<file path="src/rtl/rv32_pkg.sv">
// Shared definitions for the data-memory path: DmCtrl access encodings and LSU states.
package rv32_pkg;

    localparam logic [2:0] DM_B  = 3'b000;
    localparam logic [2:0] DM_H  = 3'b001;
    localparam logic [2:0] DM_W  = 3'b010;
    localparam logic [2:0] DM_BU = 3'b100;
    localparam logic [2:0] DM_HU = 3'b101;

    typedef enum logic [1:0] {
        IDLE  = 2'd0,
        ISSUE = 2'd1,
        DONE  = 2'd2,
        ERR   = 2'd3
    } lsu_state_t;

endpackage

</file>
<file path="src/rtl/dm_lane_align.sv">
// Byte-lane steering for dm_lsu: store strobes/replication, load extraction/extension,
// and the illegal-encoding / misalignment check. Purely combinational.
module dm_lane_align
    import rv32_pkg::*;
(
    input  logic        we,
    input  logic [2:0]  ctrl,
    input  logic [1:0]  addr_lo,
    input  logic [31:0] wdata,
    input  logic [31:0] rdata_word,
    output logic [3:0]  wstrb,
    output logic [31:0] wdata_lanes,
    output logic [31:0] rdata_ext,
    output logic        req_err
);

    logic        illegal;
    logic        misaligned;
    logic [7:0]  byte_sel;
    logic [15:0] half_sel;

    always_comb begin
        illegal    = (ctrl == 3'b011) || (ctrl == 3'b110) || (ctrl == 3'b111) || (we && ctrl[2]);
        misaligned = ((ctrl == DM_H || ctrl == DM_HU) && addr_lo[0]) ||
                     ((ctrl == DM_W) && (addr_lo != 2'b00));
        req_err    = illegal || misaligned;
    end

    always_comb begin
        case (addr_lo)
            2'd0:    byte_sel = rdata_word[7:0];
            2'd1:    byte_sel = rdata_word[15:8];
            2'd2:    byte_sel = rdata_word[23:16];
            default: byte_sel = rdata_word[31:24];
        endcase
        half_sel = addr_lo[1] ? rdata_word[31:16] : rdata_word[15:0];

        case (ctrl)
            DM_B:    rdata_ext = {{24{byte_sel[7]}}, byte_sel};
            DM_BU:   rdata_ext = {24'd0, byte_sel};
            DM_H:    rdata_ext = {{16{half_sel[15]}}, half_sel};
            DM_HU:   rdata_ext = {16'd0, half_sel};
            default: rdata_ext = rdata_word;
        endcase
    end

    always_comb begin
        wstrb       = 4'b0000;
        wdata_lanes = wdata;
        case (ctrl[1:0])
            2'b00: begin
                wdata_lanes = {4{wdata[7:0]}};
                wstrb       = 4'b0001 << addr_lo;
            end
            2'b01: begin
                wdata_lanes = {2{wdata[15:0]}};
                wstrb       = addr_lo[1] ? 4'b1100 : 4'b0011;
            end
            2'b10: begin
                wdata_lanes = wdata;
                wstrb       = 4'b1111;
            end
            default: begin
                wdata_lanes = wdata;
                wstrb       = 4'b0000;
            end
        endcase
        // Loads never drive byte enables.
        if (!we) begin
            wstrb = 4'b0000;
        end
    end

endmodule

</file>
<file path="src/rtl/dm_lsu.sv">
// Load/store sequencer: one valid/ready bus transaction per start pulse, with timeout,
// returning extended load data or an error through a one-cycle done pulse.
//
// state | meaning
// IDLE  | waiting for start; request checked and latched here
// ISSUE | bus_valid high, waiting for bus_ready or timeout
// DONE  | done=1, err=0 for one cycle
// ERR   | done=1, err=1 for one cycle (illegal, misaligned or timeout)
module dm_lsu
    import rv32_pkg::*;
#(
    parameter int unsigned TIMEOUT_CYCLES = 16
) (
    input  logic        clk,
    input  logic        rst,
    input  logic        start,
    input  logic        DmWr,
    input  logic [2:0]  DmCtrl,
    input  logic [31:0] addr,
    input  logic [31:0] wdata,
    output logic        busy,
    output logic        done,
    output logic        err,
    output logic [31:0] rdata,
    output logic        bus_valid,
    output logic        bus_we,
    output logic [31:0] bus_addr,
    output logic [3:0]  bus_wstrb,
    output logic [31:0] bus_wdata,
    input  logic        bus_ready,
    input  logic [31:0] bus_rdata
);

    localparam int unsigned   CW      = $clog2(TIMEOUT_CYCLES);
    localparam logic [CW-1:0] CNT_MAX = CW'(TIMEOUT_CYCLES - 1);

    lsu_state_t    state_q, state_d;
    logic [CW-1:0] cnt_q, cnt_d;
    logic          we_q, we_d;
    logic [2:0]    ctrl_q, ctrl_d;
    logic [1:0]    addr_lo_q, addr_lo_d;
    logic          busy_q, busy_d;
    logic          done_q, done_d;
    logic          err_q, err_d;
    logic [31:0]   rdata_q, rdata_d;
    logic          bus_valid_q, bus_valid_d;
    logic          bus_we_q, bus_we_d;
    logic [31:0]   bus_addr_q, bus_addr_d;
    logic [3:0]    bus_wstrb_q, bus_wstrb_d;
    logic [31:0]   bus_wdata_q, bus_wdata_d;

    logic          idle;
    logic [2:0]    al_ctrl;
    logic [1:0]    al_addr_lo;
    logic [3:0]    al_wstrb;
    logic [31:0]   al_wdata;
    logic [31:0]   al_rdata;
    logic          al_req_err;

    // In IDLE the aligner checks/formats the incoming request; afterwards it
    // extracts load data using the latched access.
    assign idle       = (state_q == IDLE);
    assign al_ctrl    = idle ? DmCtrl    : ctrl_q;
    assign al_addr_lo = idle ? addr[1:0] : addr_lo_q;

    dm_lane_align u_align (
        .we          (DmWr),
        .ctrl        (al_ctrl),
        .addr_lo     (al_addr_lo),
        .wdata       (wdata),
        .rdata_word  (bus_rdata),
        .wstrb       (al_wstrb),
        .wdata_lanes (al_wdata),
        .rdata_ext   (al_rdata),
        .req_err     (al_req_err)
    );

    always_comb begin
        state_d     = state_q;
        cnt_d       = cnt_q;
        we_d        = we_q;
        ctrl_d      = ctrl_q;
        addr_lo_d   = addr_lo_q;
        rdata_d     = rdata_q;
        bus_valid_d = 1'b0;
        bus_we_d    = bus_we_q;
        bus_addr_d  = bus_addr_q;
        bus_wstrb_d = bus_wstrb_q;
        bus_wdata_d = bus_wdata_q;

        case (state_q)
            IDLE: begin
                if (start) begin
                    we_d      = DmWr;
                    ctrl_d    = DmCtrl;
                    addr_lo_d = addr[1:0];
                    if (al_req_err) begin
                        state_d = ERR;
                    end else begin
                        state_d     = ISSUE;
                        cnt_d       = '0;
                        bus_valid_d = 1'b1;
                        bus_we_d    = DmWr;
                        bus_addr_d  = {addr[31:2], 2'b00};
                        bus_wstrb_d = al_wstrb;
                        bus_wdata_d = al_wdata;
                    end
                end
            end
            ISSUE: begin
                if (bus_ready) begin
                    state_d = DONE;
                    if (!we_q) begin
                        rdata_d = al_rdata;
                    end
                end else if (cnt_q == CNT_MAX) begin
                    state_d = ERR;
                end else begin
                    cnt_d       = cnt_q + CW'(1);
                    bus_valid_d = 1'b1;
                end
            end
            default: begin
                state_d = IDLE;
            end
        endcase

        busy_d = (state_d != IDLE);
        done_d = (state_d == DONE) || (state_d == ERR);
        err_d  = (state_d == ERR);
    end

    always_ff @(posedge clk) begin
        if (rst) begin
            state_q     <= IDLE;
            cnt_q       <= '0;
            we_q        <= 1'b0;
            ctrl_q      <= 3'b000;
            addr_lo_q   <= 2'b00;
            busy_q      <= 1'b0;
            done_q      <= 1'b0;
            err_q       <= 1'b0;
            rdata_q     <= '0;
            bus_valid_q <= 1'b0;
            bus_we_q    <= 1'b0;
            bus_addr_q  <= '0;
            bus_wstrb_q <= '0;
            bus_wdata_q <= '0;
        end else begin
            state_q     <= state_d;
            cnt_q       <= cnt_d;
            we_q        <= we_d;
            ctrl_q      <= ctrl_d;
            addr_lo_q   <= addr_lo_d;
            busy_q      <= busy_d;
            done_q      <= done_d;
            err_q       <= err_d;
            rdata_q     <= rdata_d;
            bus_valid_q <= bus_valid_d;
            bus_we_q    <= bus_we_d;
            bus_addr_q  <= bus_addr_d;
            bus_wstrb_q <= bus_wstrb_d;
            bus_wdata_q <= bus_wdata_d;
        end
    end

    assign busy      = busy_q;
    assign done      = done_q;
    assign err       = err_q;
    assign rdata     = rdata_q;
    assign bus_valid = bus_valid_q;
    assign bus_we    = bus_we_q;
    assign bus_addr  = bus_addr_q;
    assign bus_wstrb = bus_wstrb_q;
    assign bus_wdata = bus_wdata_q;

endmodule

</file>
<file path="config.mk">
export PLATFORM = sky130hd
export DESIGN_NAME = dm_lsu
export DESIGN_NICKNAME = d
export VERILOG_FILES = /design/src/rtl/rv32_pkg.sv /design/src/rtl/dm_lane_align.sv /design/src/rtl/dm_lsu.sv
export SDC_FILE = /design/constraint.sdc
export NUM_CORES = 1
export LEC_CHECK = 0
export ABC_AREA = 1
export ABC_CLOCK_PERIOD_IN_PS = 4100
export CAP_MARGIN = 20
export CORE_MARGIN = 4
export CORE_UTILIZATION = 38
export CTS_CLUSTER_DIAMETER = 120
export DETAILED_ROUTE_END_ITERATION = 6
export PLACE_DENSITY = 0.71
export SLEW_MARGIN = 20
export SYNTH_ARGS = -nofsm -noshare
export SYNTH_HDL_FRONTEND = slang
export SYNTH_SLANG_ARGS = --single-unit
</file>
<file path="constraint.sdc">
create_clock -name clk -period 4.1 [get_ports clk]
set_input_delay 0.82 -clock clk [delete_from_list [all_inputs] [get_ports clk]]
set_output_delay 0.82 -clock clk [all_outputs]
set_load 0.02 [all_outputs]
</file>
# Yosys cells after proc, flatten, opt, wreduce, memory -nomap -nowiden
# Index checks and enable logic that the tools add are counted.
[word_totals]
inputBits = 104
out_inout_bits = 105
ff_bits = 115
[classes]
shift = 1
muxes = 24
bitwise_logic = 2
n_eq_ne = 19
n_reduce_logical = 21
n_addsub = 1
[op_table]
columns = ["cell", "n"]
rows = [
  ["32-bit one-hot mux with 4 select lines", 1],
  ["32-bit one-hot mux with 2 select lines", 1],
  ["4-bit two-way mux", 6],
  ["8-bit one-hot mux with 3 select lines", 1],
  ["16-bit two-way mux", 1],
  ["3-bit == test, second input constant", 4],
  ["4-bit one-hot mux with 3 select lines", 1],
  ["2-bit two-way mux", 5],
  ["2-bit == test, second input constant", 4],
  ["2-bit != test, second input constant", 4],
  ["4-bit one-hot mux with 2 select lines", 1],
  ["1-bit logical OR", 7],
  ["2-bit by 1-bit == test with 1-bit output, second input constant", 3],
  ["3-bit by 2-bit == test with 1-bit output, second input constant", 2],
  ["2-bit zero test", 3],
  ["3-bit AND reduction", 2],
  ["2-bit nonzero test", 3],
  ["5-bit AND reduction", 1],
  ["4-bit by 1-bit adder with 4-bit output, second input constant", 1],
  ["4-bit == test, second input constant", 1],
  ["1-bit two-way mux", 4],
  ["2-bit one-hot mux with 2 select lines", 1],
  ["1-bit by 2-bit << shifter with 4-bit output, first input constant", 1],
  ["3-bit by 1-bit == test with 1-bit output, second input constant", 1],
  ["other kinds (6)", 9],
]

# Longest topological paths before layout
# Gate-level depths: netlist (run 1).
[logic_depth]
depth_word = 12
depth_mapped = 14
mapped_depth_nobuf = 14

# By module
# From an unflattened synthesis (run 1), not the netlist that was laid out.
[unflattened]
cells_unflattened = 776
hier_area_um2 = 5351.4
[modules_own_cells]
columns = ["mod", "cells_each", "instances", "area_per_inst_um2", "seq_area_each_um2"]
rows = [
  ["dm_lsu", 532, 1, 4141.5, 2302.2],
  ["dm_lane_align", 244, 1, 1209.9, 0.0],
]

# Least setup slack after synthesis (run 1)
# Ideal clock, no wire load.
[synth_path]
path_type = "in2reg"
start = "in addr[1]"
end = "reg rdata_q[31] (netlist: rdata[31])"
path_stages = 11
n_path_buf = 2
t_arrival_ns = 1.854
setup_slack_ns = 2.133
required_ns = 3.987
cell_sequence = "inv_1 > nand2_1 > nand2_1 > buf_6 > nor2_4 > nand2_1 > nand3_2 > nand2_2 > buf_6 > o21ai_1 > inv_1"
[synth_via]
elab_chain_len = 4
[synth_lines]
columns = ["item", "line_no", "rtl"]
rows = [
  ["start: declaration", "dm_lsu.sv:19", "input logic [31:0] addr,"],
  ["2-bit two-way mux (*)", "dm_lsu.sv:64", "assign al_addr_lo = idle ? addr[1:0] : addr_lo_q;"],
  ["2-bit == test (tied with other cells)", "dm_lane_align.sv:30", "case (addr_lo)"],
  ["8-bit one-hot mux with 3 select lines", "dm_lane_align.sv:30", ""],
  ["32-bit one-hot mux with 4 select lines (*)", "dm_lane_align.sv:38", "case (ctrl)"],
  ["end signal: assignment", "dm_lsu.sv:158", "rdata_q <= rdata_d;"],
  ["end: declaration", "dm_lsu.sv:45", "logic [31:0] rdata_q, rdata_d;"],
]
# Mark *: on every way between the ends. The rest lies on a longest branch, timed or not.
# A chain may end at the register's enable or synchronous reset.

# Worst setup path after layout (run 1)
[layout_path]
start = "in DmCtrl[1]"
end = "reg bus_wdata_q[17] (netlist: bus_wdata[17])"
[layout_via]
elab_chain_len = 8
[layout_lines]
columns = ["item", "line_no", "rtl"]
rows = [
  ["start: declaration", "dm_lsu.sv:18", "input logic [2:0] DmCtrl,"],
  ["3-bit two-way mux (*)", "dm_lsu.sv:63", "assign al_ctrl = idle ? DmCtrl : ctrl_q;"],
  ["3-bit by 2-bit == test with 1-bit output (tied with other cells)", "dm_lane_align.sv:23", "illegal = (ctrl == 3'b011) || (ctrl == 3'b110) || (ctrl == 3'b111) || (we && ctrl[2]);"],
  ["1-bit logical OR (on tied branches)", "dm_lane_align.sv:23, dm_lane_align.sv:24", ""],
  ["1-bit logical OR or 1-bit logical AND (tied branches)", "dm_lane_align.sv:23, dm_lane_align.sv:24", ""],
  ["1-bit logical OR (on tied branches)", "dm_lane_align.sv:23, dm_lane_align.sv:24", ""],
  ["1-bit logical OR", "dm_lane_align.sv:26", "req_err = illegal || misaligned;"],
  ["1-bit inverter (no source line)", "--", ""],
  ["3-bit AND reduction (no source line)", "--", ""],
  ["end signal: assignment", "dm_lsu.sv:163", "bus_wdata_q <= bus_wdata_d;"],
  ["end: declaration", "dm_lsu.sv:50", "logic [31:0] bus_wdata_q, bus_wdata_d;"],
]
# Marked as above.

==> impl_results.md, run 1 <==
- Outcome: complete, no violations
- Top cell type's share of synthesized area: 0.435
- Combinational family with the most area after synthesis: simple AND/OR/NAND/NOR gates
- Post-CTS Setup Bufs: 0
- Hold Path Class: flop to flop
- Simple-gate portion of the synthesized area: 0.294
- Final setup fails: 0
- Final worst-path setup slack: 1210 ps
- Core box area: 13500 sq um
- WL/cell: 14.6 um
- Post-Syn Area: 5290 sq um
- Area grow syn2layout: 51.0%
- Yosys warnings: 0
- Num ports: 209
- Critical path, cell by cell: clkdlybuf4s50_1 > inv_1 > nand2_1 > nand2_1 > nor2_1 > nand3b_2 > nand3_4 > buf_4 > nand2_1 > a21oi_1
- DR vias: 5643
- DRC Markers: 0
- Layout Skew: 4.48 ps
- Worst EP arrival: 3220 ps
- Hold_ws: 455 ps
- Detailed Routing Iterations Pass 1: 5
- 1st-iter DRT viols: 384
- Worst skew pair latency: 410 ps
- Grt ovf: 0
- Pleak: 3.35 nW
- I/O Buffers: 206
- Post-route ant nets: 0
- Pin count of the biggest net entering global routing: 70
- Max Freq: 0.346 GHz
- Synth Area in Adders: 0.00237
- Fin crit share: 0.705
- Reg clk slew, reported paths: 50 ps
- Die width: 126 um
- Die Area: 15900 sq um
- Max VDD drop: 0.265 mV
- Slew Viols, Final: 0
- RSZ-0062 raised after global routing: false
- Post-synthesis mux area share: 0
- Synth Area in XOR/XNOR: 0.00166
- Critical path's top delay family: buffers and inverters
- CTS tree: done
- Critical Path Slowest Stage Cell: buf_4
- Max FO, Critical Path: 69
- Number of placement rows: 42
- Worst Setup Path Type: input port to flop
- Vias in the first global route: 5282
- Antenna cells: 0
- Filler cells: 1279
- # hold bufs at CTS: 0
- Power per Cell Area: 478 nW/um^2
- H-tree Lvls: 4
- Slew headroom: 0.513
- CP max stage delay: 570 ps
- Pre-CTS setup slack: 868 ps
- Tmin final: 2890 ps
- First-pass GRT wire length: 27000 um
- Top cell by count, worst path: nand2_1
- Post-synthesis sequential area ratio: 0.435
- PostCTS Resize Cnt: 0
- CTS Buffer Depth: 2
- WP data required: 4430 ps
- Starting Density: 0.393
- Final HPWL DP: 12000 um
- Share of cells above drive strength 1: 0.0535
- Worst Setup Start Kind: input port
- DRT Wirelength: 17100 um
- Max-cap check violation count: 0
- Clock Sinks: 115
- Mean area per synthesized cell: 6.71 sq um
- Least-Margin Pin Slew: 730 ps
- Post-route setup TNS: 0 ps
- Total GRT Usage: 0.211
- Fin nets: 1083
- Buf/Inv on CP: 3
- Die H: 126 um
- Initial antenna violation count: 0
- CTS root buf: clkbuf_16
- Compound-gate portion of the synthesized area: 0.162
- Synth area leaders: dfxtp_1, nand2_1, a21oi_1
- Inserted Clock Buffers: 17
- Vias per cell: 4.84
- Yosys cell types: 30
- Syn Inst Count: 788
- Final core utilization: 0.594
- Critical path endpoint category: flop
- RePlAce Congestion: 0.819
- Yosys reg bits: 115
- Leading area contributor after synthesis: dfxtp_1
- Final hold violations: 0
cell usage after synthesis:
master      n
nand3_2     1
nand3_4     1
a21oi_1    86
and3_1      1
nand2_2     3
nand2_1   279
o211ai_1   10
nand4_1     4
nor2_4      3
xor2_1      1
inv_1      71
nor2_2      1
nand3_1    20
clkbuf_1   21
dfxtp_1   115
o21ai_1    15
nand3b_2    1
a211oi_1    1
nand3b_1    1
conb_1      1
o21ai_0    53
buf_6      11
o22ai_1     1
buf_2      10
buf_4       2
nor3_2      1
clkinv_2    1
inv_2       2
ha_1        1
nor2_1     70
cells by family after synthesis:
| kind of cell | Yosys count |
|---|---|
| other | 1 |
| xor gates and xnor gates | 1 |
| AOI/OAI and AO/OA | 166 |
| adders and majority gates | 1 |
| and+or+nand+nor | 386 |
| buffers and inverters | 118 |
| DFF | 115 |
metrics by stage:
step / instance area [sq um] / total power [W] / cells
after floorplan: 5290 / 0.00191 / 789
after global placement: 7370 / 0.00229 / 1135
after detailed placement: 7370 / 0.00229 / 1135
after CTS: 7990 / 0.00385 / 1167
after global routing: 7990 / 0.00402 / 1167
final: 7990 / 0.00382 / 1167
worst register-to-register path: stages (launching register included):
cell	delay, ps
dfxtp_1	340
nor2_2	360
nand2_1	90
nand2_1	400
buf_4	270
nand2_1	290
nor2_1	170
o211ai_1	120
nand2_2	290
o21ai_0	130
inv_1	60
placed cells by master (no fill, tap or decap), drive strengths merged, types with 4 or more instances in the layout:
master,Yosys,routed
a21oi,86,86
buf,23,9
clkdlybuf4s50,0,205
dfxtp,115,115
clkinv,1,7
nand4,4,4
nor2,74,74
inv,73,73
clkbuf,21,21
o211ai,10,10
bufinv,0,4
nand3,22,22
o21ai,68,68
nand2,282,282
sequential cells by signal, indices dropped and copies added, names as in the netlist:
name       flops
done           1
rdata         32
state_q        2
cnt_q          4
bus_we         1
ctrl_q         3
bus_wstrb      4
err            1
bus_addr      30
busy           1
we_q           1
bus_wdata     32
addr_lo_q      2
bus_valid      1
final cells by class:
class / instances / area [sq um] / area share
repair buffers: 214 / 2120 / 0.265
clock inverters: 11 / 158 / 0.0197
inverters: 74 / 279 / 0.0349
multi-input cells: 556 / 2450 / 0.307
clock buffers: 21 / 460 / 0.0576
flip-flops and latches: 115 / 2300 / 0.288
well taps: 176 / 220 / 0.0276
layer usage:
metal	wire, um	global-route usage	up-vias
met5	0	0	-
met4	426	0.0890	0
met3	1520	0.0707	33
met2	7530	0.322	229
met1	7570	0.272	2518
li1	-	-	2863
final timing paths:
| check | from | endpoint | slack [ps] | cells after the start |
|---|---|---|---|---|
| worst max-delay path | DmCtrl[1] | bus_wdata[17]$_SDFFE_PP0P_ | 1210 | 10 |
| worst min-delay path | addr_lo_q[1]$_SDFFE_PP0P_ | addr_lo_q[1]$_SDFFE_PP0P_ | 450 | 2 |
| worst max register to register | state_q[0]$_SDFF_PP0_ | rdata[21]$_SDFFE_PP0P_ | 1520 | 10 |
| worst min register to register | addr_lo_q[1]$_SDFFE_PP0P_ | addr_lo_q[1]$_SDFFE_PP0P_ | 450 | 2 |
power breakdown:
part / switching, W / internal, W
Combinational: 0.000603 / 0.000396
Sequential: 0.0000557 / 0.00122
Clock: 0.000503 / 0.00104
Total: 0.00116 / 0.00266
No activity file was read; power rests on OpenSTA's default activity.
==> run 2, diff against run 1 <==
--- a/config.mk
+++ b/config.mk
@@ -6,13 +6,13 @@
 export NUM_CORES = 1
 export LEC_CHECK = 0
 export ABC_AREA = 1
-export ABC_CLOCK_PERIOD_IN_PS = 4100
+export ABC_CLOCK_PERIOD_IN_PS = 2630
 export CAP_MARGIN = 20
 export CORE_MARGIN = 4
 export CORE_UTILIZATION = 38
 export CTS_CLUSTER_DIAMETER = 120
 export DETAILED_ROUTE_END_ITERATION = 6
-export PLACE_DENSITY = 0.71
+export PLACE_DENSITY = 0.74
 export SLEW_MARGIN = 20
 export SYNTH_ARGS = -nofsm -noshare
 export SYNTH_HDL_FRONTEND = slang
==> constraint.sdc (replaced) <==
create_clock -name clk -period 2.63 [get_ports clk]
set_input_delay 0.526 -clock clk [delete_from_list [all_inputs] [get_ports clk]]
set_output_delay 0.526 -clock clk [all_outputs]
set_load 0.02 [all_outputs]
==> run 2 against run 1 <==
First-iteration DRC count down 14%. Highest routed layer unchanged. Utilization up 0.56 points. Die area unchanged. Count of clock-buffer cells in the layout unchanged. Largest cell class unchanged. Wire length up 1.2%.
==> impl_results.md, run 2 (synthesized netlist as in run 1, its figures left out) <==
- RePlAce Congestion: 0.843
- Reg clk slew, reported paths: 50 ps
- Area grow syn2layout: 52.5%
- Placed standard-cell area: 7470 sq um
- Post-route ant nets: 0
- 1st-iter DRT viols: 330
- CTS Buffer Depth: 2
- # hold bufs at CTS: 0
- Worst Setup Start Kind: flop
- Worst setup path start: state_q[0]$_SDFF_PP0_
- First-pass GRT wire length: 27200 um
- Post-route setup TNS: 0 ps
- WL/cell: 14.7 um
- Critical path, cell by cell: nor2_2 > nand2_1 > nand2_1 > inv_1 > nand2_1 > nand3_1 > nand3_2 > nand2_2 > o21ai_0 > inv_1
- Layout Skew: 7.01 ps
- Least-Margin Pin Slew: 493 ps
- Clock Sinks: 115
- Vias per cell: 4.83
- Tmin final: 2200 ps
- Detailed Routing Iterations Pass 1: 5
- Core box area: 13500 sq um
- Max Freq: 0.454 GHz
- CTS tree: done
- H-tree Lvls: 4
- Fin cells: 1174
- Hold Crit Start: addr_lo_q[1]$_SDFFE_PP0P_
- Inserted Clock Buffers: 17
- DRT Wirelength: 17300 um
- Die Area: 15900 sq um
- Critical Path Slowest Stage Cell: nor2_2
- I/O Buffers: 206
- Worst Setup Path Type: flop to flop
- Die width: 126 um
- Die H: 126 um
- Number of placement rows: 42
- Vias in the first global route: 5331
- Num ports: 209
- Max-cap check violation count: 0
- Post-CTS Setup Bufs: 0
- Critical path endpoint category: flop
- Final hold violations: 0
- WP data required: 2930 ps
- Design area: 8070 sq um
- Initial antenna violation count: 0
- Grt ovf: 0
- FF-to-FF End: rdata[16]$_SDFFE_PP0P_
- Top cell by count, worst path: nand2_1
- Fin crit share: 0.837
- Worst R2R Path Depth: 10
- Hold_ws: 454 ps
- Final setup fails: 0
- Most common cell after layout, fill and taps aside: nand2_1
- Register-to-Register Setup Slack: 430 ps
- Most frequent cells in the layout: nand2_1, clkdlybuf4s50_1, dfxtp_1
- Hold path cells: 2
- Slew Viols, Final: 0
- Worst skew pair latency: 410 ps
- PostCTS Resize Cnt: 0
- Worst EP arrival: 2510 ps
- Final HPWL DP: 12300 um
- Filler cells: 1270
- DP Cell Count: 1142
- Power per Cell Area: 728 nW/um^2
- Hold Path Class: flop to flop
- Max VDD drop: 0.409 mV
- Pin count of the biggest net entering global routing: 70
- DR vias: 5671
- Reg2reg start: state_q[0]$_SDFF_PP0_
- Total GRT Usage: 0.213
- DRC Markers: 0
- Max FO, Critical Path: 16
- Starting Density: 0.393
- CTS root buf: clkbuf_16
- Worst Hold Path EP: addr_lo_q[1]$_SDFFE_PP0P_
- RSZ-0062 raised after global routing: false
- Pleak: 3.37 nW
- CP max stage delay: 360 ps
- Antenna cells: 0
- Fin nets: 1090
- Share of cells above drive strength 1: 0.0601
- Slew headroom: 0.668
- Outcome: complete, no violations
run 2: cell types whose count changed in the layout (fill, tap and decap cells not counted), sizes merged:
cell | previous run | this run
buf | 9 | 16
bufinv | 4 | 2
clkinv | 7 | 6
clkinvlp | 1 | 4
run 2: power breakdown:
part | switching (W) | leakage (nW) | total [W] | internal, W
Clock | 0.000823 | 0.275 | 0.00227 | 0.00145
Combinational | 0.000950 | 2.16 | 0.00161 | 0.000658
Sequential | 0.0000870 | 0.937 | 0.00199 | 0.00191
run 2: routing by layer:
metal,global-route usage,part of all wire
met3,0.0732,0.075
met4,0.0732,0.017
met1,0.268,0.44
met2,0.341,0.46
met5,0,0
run 2: cell type report:
class                      count  area, sq um  share of cell area
timing repair buffer         221         2220               0.276
inverter                      74          279              0.0346
clock buffer                  21          460              0.0571
tap                          176          220              0.0273
sequential                   115         2300               0.285
clock inverter                11          130              0.0161
multi-input combinational    556         2450               0.304
run 2: worst max-delay path by stage:
stage / endpoint / slack, ps / cells after the start
floorplan: rdata[31]$_SDFFE_PP0P_ / 960 / 11
global placement: rdata[19]$_SDFFE_PP0P_ / 200 / 11
detailed placement: bus_wstrb[3]$_SDFFE_PP0P_ / 160 / 11
CTS: rdata[21]$_SDFFE_PP0P_ / 450 / 10
global route: rdata[20]$_SDFFE_PP0P_ / 230 / 10
finish: rdata[16]$_SDFFE_PP0P_ / 430 / 10
run 2: critical path, delay by kind of cell (launching register included):
family | cells | cell delay, ps
buffers and inverters | 2 | 190
AO/OA/AOI/OAI | 1 | 230
AND/OR/NAND/NOR | 7 | 1310
flip-flops | 1 | 340
run 2: stage by stage:
| step | power, W | utilization | setup WS [ps] |
|---|---|---|---|
| final | 0.00587 | 0.600 | 429 |
| after global routing | 0.00617 | 0.600 | 229 |
| after floorplan | 0.00297 | - | 957 |
| after detailed placement | 0.00363 | 0.556 | 159 |
| after CTS | 0.00592 | 0.600 | 446 |
| after global placement | 0.00361 | 0.556 | 197 |
==> run 3, diff against run 2 <==
--- a/config.mk
+++ b/config.mk
@@ -6,13 +6,13 @@
 export NUM_CORES = 1
 export LEC_CHECK = 0
 export ABC_AREA = 1
-export ABC_CLOCK_PERIOD_IN_PS = 2630
+export ABC_CLOCK_PERIOD_IN_PS = 2100
 export CAP_MARGIN = 20
 export CORE_MARGIN = 4
 export CORE_UTILIZATION = 38
 export CTS_CLUSTER_DIAMETER = 120
 export DETAILED_ROUTE_END_ITERATION = 6
-export PLACE_DENSITY = 0.74
+export PLACE_DENSITY = 0.71
 export SLEW_MARGIN = 20
 export SYNTH_ARGS = -nofsm -noshare
 export SYNTH_HDL_FRONTEND = slang
==> constraint.sdc (replaced) <==
create_clock -name clk -period 2.1 [get_ports clk]
set_input_delay 0.42 -clock clk [delete_from_list [all_inputs] [get_ports clk]]
set_output_delay 0.42 -clock clk [all_outputs]
set_load 0.02 [all_outputs]
==> run 3 against run 2 <==
Combinational power rose by 37%. Count of clock-buffer cells in the layout fell by 3. Non-clock buffer count rose by 29. Via count rose by 0.69%. Clock power grew 26%. Wire length rose by 0.20%. Worst setup slack worse by 230 ps. Utilization increased by 1.9 points. Critical path type unchanged. Critical endpoint is now rdata[21]$_SDFFE_PP0P_. Highest routed layer unchanged.
==> impl_results.md, run 3 (synthesized netlist as in run 1, its figures left out) <==
- Outcome: complete, no violations
- CP max stage delay: 420 ps
- DR vias: 5710
- Power per Cell Area: 910 nW/um^2
- Top cell by count, worst path: nand2_1
- Worst skew pair latency: 410 ps
- RSZ-0062 raised after global routing: false
- Worst Setup Start Kind: flop
- Filler cells: 1278
- Reg2reg start: state_q[1]$_SDFF_PP0_
- H-tree Lvls: 4
- Slew headroom: 0.667
- CTS root buf: clkbuf_16
- Critical Path Slowest Stage Cell: dfxtp_1
- Slew Viols, Final: 0
- Core box area: 13500 sq um
- Grt ovf: 0
- Hold Crit Start: rst
- Worst Setup Path Type: flop to flop
- Hold Path Class: input port to flop
- Register-to-Register Setup Slack: 200 ps
- Worst setup path start: state_q[1]$_SDFF_PP0_
- Die H: 126 um
- CTS Buffer Depth: 2
- Max VDD drop: 0.537 mV
- Fin crit share: 0.903
- Fin nets: 1119
- Max FO, Critical Path: 16
- DRT Wirelength: 17300 um
- Reg clk slew, reported paths: 60 ps
- Critical Path End: rdata[21]$_SDFFE_PP0P_
- Pleak: 3.52 nW
- Starting Density: 0.393
- Worst R2R Path Depth: 12
- Vias per cell: 4.75
- Number of placement rows: 42
- FF-to-FF End: rdata[21]$_SDFFE_PP0P_
- 1st-iter DRT viols: 401
- Most frequent cells in the layout: nand2_1, clkdlybuf4s50_1, dfxtp_1
- CTS tree: done
- Antenna cells: 0
- Final HPWL DP: 12300 um
- Final setup fails: 0
- Max-cap check violation count: 0
- RePlAce Congestion: 0.872
- Area grow syn2layout: 57.4%
- Initial antenna violation count: 0
- DRC Markers: 0
- Die width: 126 um
- Critical path, cell by cell: inv_1 > nand2_1 > nand2_1 > nand2_1 > buf_4 > inv_1 > nand2_1 > nand3_1 > nand3_2 > nand2_4 > o21ai_0 > inv_1
- WL/cell: 14.4 um
- Most common cell after layout, fill and taps aside: nand2_1
- Max Freq: 0.527 GHz
- Pin count of the biggest net entering global routing: 72
- Share of cells above drive strength 1: 0.0886
- Least-Margin Pin Slew: 499 ps
- Vias in the first global route: 5289
- # hold bufs at CTS: 0
- I/O Buffers: 206
- WP data required: 2390 ps
- Post-route ant nets: 0
- Detailed Routing Iterations Pass 1: 5
- Die Area: 15900 sq um
- Clock Sinks: 115
- Critical path endpoint category: flop
- Power after layout: 0.00758 W
- Worst EP arrival: 2190 ps
- Layout Skew: 9.65 ps
- Tmin final: 1900 ps
- Total GRT Usage: 0.211
- Inserted Clock Buffers: 17
- Post-route setup TNS: 0 ps
- Num ports: 209
- Final hold violations: 0
- First-pass GRT wire length: 27200 um
[run 3: changes by cell type in the layout (fill, tap and decap cells not counted), moves of 2 or more]
cell,before,now
clkinv_4,4,1
o21ai_1,15,17
inv_6,0,4
clkinvlp_4,4,6
buf_4,12,39
clkbuf_1,2,0
o21ai_0,53,51
[run 3: repair_timing]
action	CTS	global route
setup buffers	0	0
endpoints found under the setup margin	0	49
endpoints found under the hold margin	0	0
resized for setup	0	4
[run 3: layout make-up]
class                   count  area, sq um  area share
multi-input cells         556         2460       0.296
clock inverters            14          154      0.0185
flip-flops and latches    115         2300       0.277
clock buffers              18          439      0.0528
repair buffers            250         2470       0.297
well taps                 176          220      0.0265
inverters                  74          279      0.0335
[run 3: critical path: cells and delay by family, from the launching register on]
kind	cells	cell delay, ps
AOI/OAI and AO/OA	1	220
buffers and inverters	4	380
DFF	1	420
and+or+nand+nor	7	750
[run 3: per-layer routing]
layer / global-route usage / part of all wire
met5: 0 / 0
met4: 0.0707 / 0.013
met3: 0.0758 / 0.083
met2: 0.321 / 0.45
met1: 0.280 / 0.46
[run 3: stage by stage]
stage / std cells / setup WS [ps] / hold slack, ps / instance area, sq um / util
global placement: 1170 / -94.6 / 442 / 7700 / 0.572
detailed placement: 1170 / -135 / 448 / 7700 / 0.572
CTS: 1202 / 106 / 395 / 8290 / 0.616
global route: 1203 / 5.60 / 430 / 8330 / 0.619
finish: 1203 / 203 / 422 / 8330 / 0.619
floorplan: 789 / 437 / 430 / 5290 / -
[run 3: worst min-delay path by stage]
| stage | slack, ps | depth (start not counted) | endpoint |
|---|---|---|---|
| 2_1_floorplan | 430 | 2 | addr_lo_q[0]$_SDFFE_PP0P_ |
| 3_3_place_gp | 440 | 2 | ctrl_q[2]$_SDFFE_PP0P_ |
| 3_5_place_dp | 450 | 2 | addr_lo_q[0]$_SDFFE_PP0P_ |
| 4_1_cts | 400 | 2 | state_q[0]$_SDFF_PP0_ |
| 5_1_grt | 430 | 2 | bus_addr[18]$_SDFFE_PP0P_ |
| 6_report | 420 | 2 | state_q[0]$_SDFF_PP0_ |
[run 3: power breakdown]
group / leakage (nW) / switching, W / internal, W
combinational: 2.31 / 0.00123 / 0.000980
clock: 0.272 / 0.00108 / 0.00179
sequential: 0.937 / 0.000111 / 0.00239
total: 3.52 / 0.00242 / 0.00515
==> patch, RTL diff (config.mk and constraints of run 2) <==
The parameter `TIMEOUT_CYCLES` goes from 16 to 32.
--- a/src/rtl/dm_lsu.sv
+++ b/src/rtl/dm_lsu.sv
@@ -10,5 +10,5 @@
     import rv32_pkg::*;
 #(
-    parameter int unsigned TIMEOUT_CYCLES = 16
+    parameter int unsigned TIMEOUT_CYCLES = 32
 ) (
     input  logic        clk,
Function: no difference found for any inputs over 4 cycles, from zero or initial values and one cycle with rst high; that may be too few to reach the edited logic, so the function may still have changed.
==> patch against run 2 <==
  * Count of clock-buffer cells in the layout is 3 lower
  * Synthesized cell count grew 2.5%
  * Setup slack worse by 60 ps
  * Routed wire length fell by 0.45%
  * Final area rose by 2.2%
  * Clock skew increased by 0.70 ps
  * Power up 4.6%
  * Critical endpoint is now rdata[18]
  * Sequential cell count increased by 1
  * Area after synthesis grew 0.59%
==> patch: results (changes against run 2) <==
Setup path
  – Critical path arrival: 2610 ps (was 2510 ps)
  – Max stage delay on crit path: 630 ps (was 360 ps)
  – Crit-path slowest cell: o21ai_2 (was nor2_2)
  – Delay-heaviest family, CP: compound AO/OA/AOI/OAI gates (was simple AND/OR/NAND/NOR gates)

Place
  – DP Worst Slack: 78.75 ps (was 159.0 ps)
  – Post-DP HPWL: 12220 µm (was 12290 µm)
  – RePlAce Congestion: 0.8641 (was 0.8433)

Logic synthesis
  – Register area share after synthesis: 43.64% (was 43.52%)
  – Mux contribution to synthesized area: 0% (unchanged)
  – Post-Synth XOR/XNOR Area: 0.1646% (was 0.1656%)
  – Count of cell types in the netlist: 27 (was 30)
  – Synth area leaders: dfxtp_1 44%, nand2_1 21%, a21oi_1 7.4% (was dfxtp_1 44%, nand2_1 20%, a21oi_1 8.1%)
  – Post-synth top cells: 293 x nand2_1, 116 x dfxtp_1, 79 x a21oi_1 (was 279 x nand2_1, 115 x dfxtp_1, 86 x a21oi_1)
  – Synth Area in Adders: 0.4703% (was 0.2365%)
  – Post-synthesis compound-gate area fraction: 15.24% (was 16.25%)

Routing
  – 1st-iter DRT viols: 585 (was 330)
  – Post-Route WL: 17180 µm (was 17260 µm)
  – Via-to-Cell Ratio: 4.830 (about the same)
  – First drt pass iteration count: 6 (was 5)

Clock network
  – Clock-pin slew on the worst setup and hold paths: 50 ps (about the same)
  – CTS resizes: 0 (unchanged)
  – H-Tree Level Count: 4 (unchanged)

GRT
  – Initial antenna violation count: 0 (unchanged)
  – GRT Overall Usage: 21.50% (was 21.26%)
  – Vias in the first global route: 5470 (was 5331)
  – Pin count of the biggest net entering global routing: 96 (was 70)
  – First-pass GRT wire length: 27790 µm (was 27190 µm)

Pwr
  – Maximum vdd drop: 392.1 µV (was 409.2 µV)
  – Lkg Pwr: 0.003488 µW (was 0.003373 µW)

Finish
  – Layout cell share with drive strength beyond 1: 6.458% (was 6.012%)
  – Final net count: 1115 (was 1090)
  – Layout fillers: 1254 (was 1270)

Timing
  – Setup Skew: 7.705 ps (was 7.007 ps)
  – Fmax: 442.3 MHz (was 454.4 MHz)
  – Worst Tran Pin Value: 993.8 ps (was 492.9 ps)

Status
  – Status: completed (unchanged)
## patch: cells by family after synthesis
| kind of cell | Yosys count |
|---|---|
| buffers and inverters | 125 |
| DFF | 116 |
| AOI/OAI and AO/OA | 157 |
| xor gates and xnor gates | 1 |
| adders and majority gates | 2 |
| other | 1 |
| and+or+nand+nor | 406 |
## patch: per-stage QoR
stage / instances / util (%) / hold WS (ps) / cell area [µm²] / total power (µW)
2_1_floorplan: 809 / - / 443.7 / 5325 / 2969
3_3_place_gp: 1166 / 56.59 / 449.8 / 7614 / 3682
3_5_place_dp: 1166 / 56.59 / 453.5 / 7614 / 3697
4_1_cts: 1198 / 61.30 / 462.0 / 8247 / 6193
5_1_grt: 1198 / 61.30 / 477.4 / 8247 / 6448
6_report: 1198 / 61.30 / 461.9 / 8247 / 6139
## patch: final timing paths
| path | startpoint | endpoint | slack [ps] | cells past startpoint |
|---|---|---|---|---|
| max | state_q[0] | rdata[18] | 370 | 8 |
| min | bus_wdata[14] | bus_wdata[14] | 460 | 2 |
| max reg2reg | state_q[0] | rdata[18] | 370 | 8 |
| min reg2reg | bus_wdata[14] | bus_wdata[14] | 460 | 2 |
## patch: final cells by class
type	count	share of cell area (%)
multi-input cells	568	30.19
repair buffers	225	27.61
inverters	81	3.687
clock buffers	18	5.204
well taps	176	2.670
clock inverters	14	2.473
flip-flops and latches	116	28.16
## patch: per-layer routing
metal  part of all wire (%)  GRT usage (%)  vias to the layer above
li1                       -              -                     2938
met1                     43          26.87                     2602
met2                     46          34.59                      220
met3                    9.2          7.356                       26
met4                    2.1          7.760                        0
met5                      0              0                        -
## patch: power breakdown
part / leakage (µW) / internal (µW) / switching (µW)
Sequential: 0.000945 / 1920 / 84.4
Combinational: 0.00224 / 698 / 959
Clock: 0.000303 / 1600 / 875
## patch: worst reg2reg max path, cell delays in order, from the launching register on
cell     delay (ps)
dfxtp_1         350
nor2_4          360
nand2_1         120
nand2_1         210
buf_4           170
o21ai_0         120
o21ai_2         630
o21ai_0         180
inv_1            80
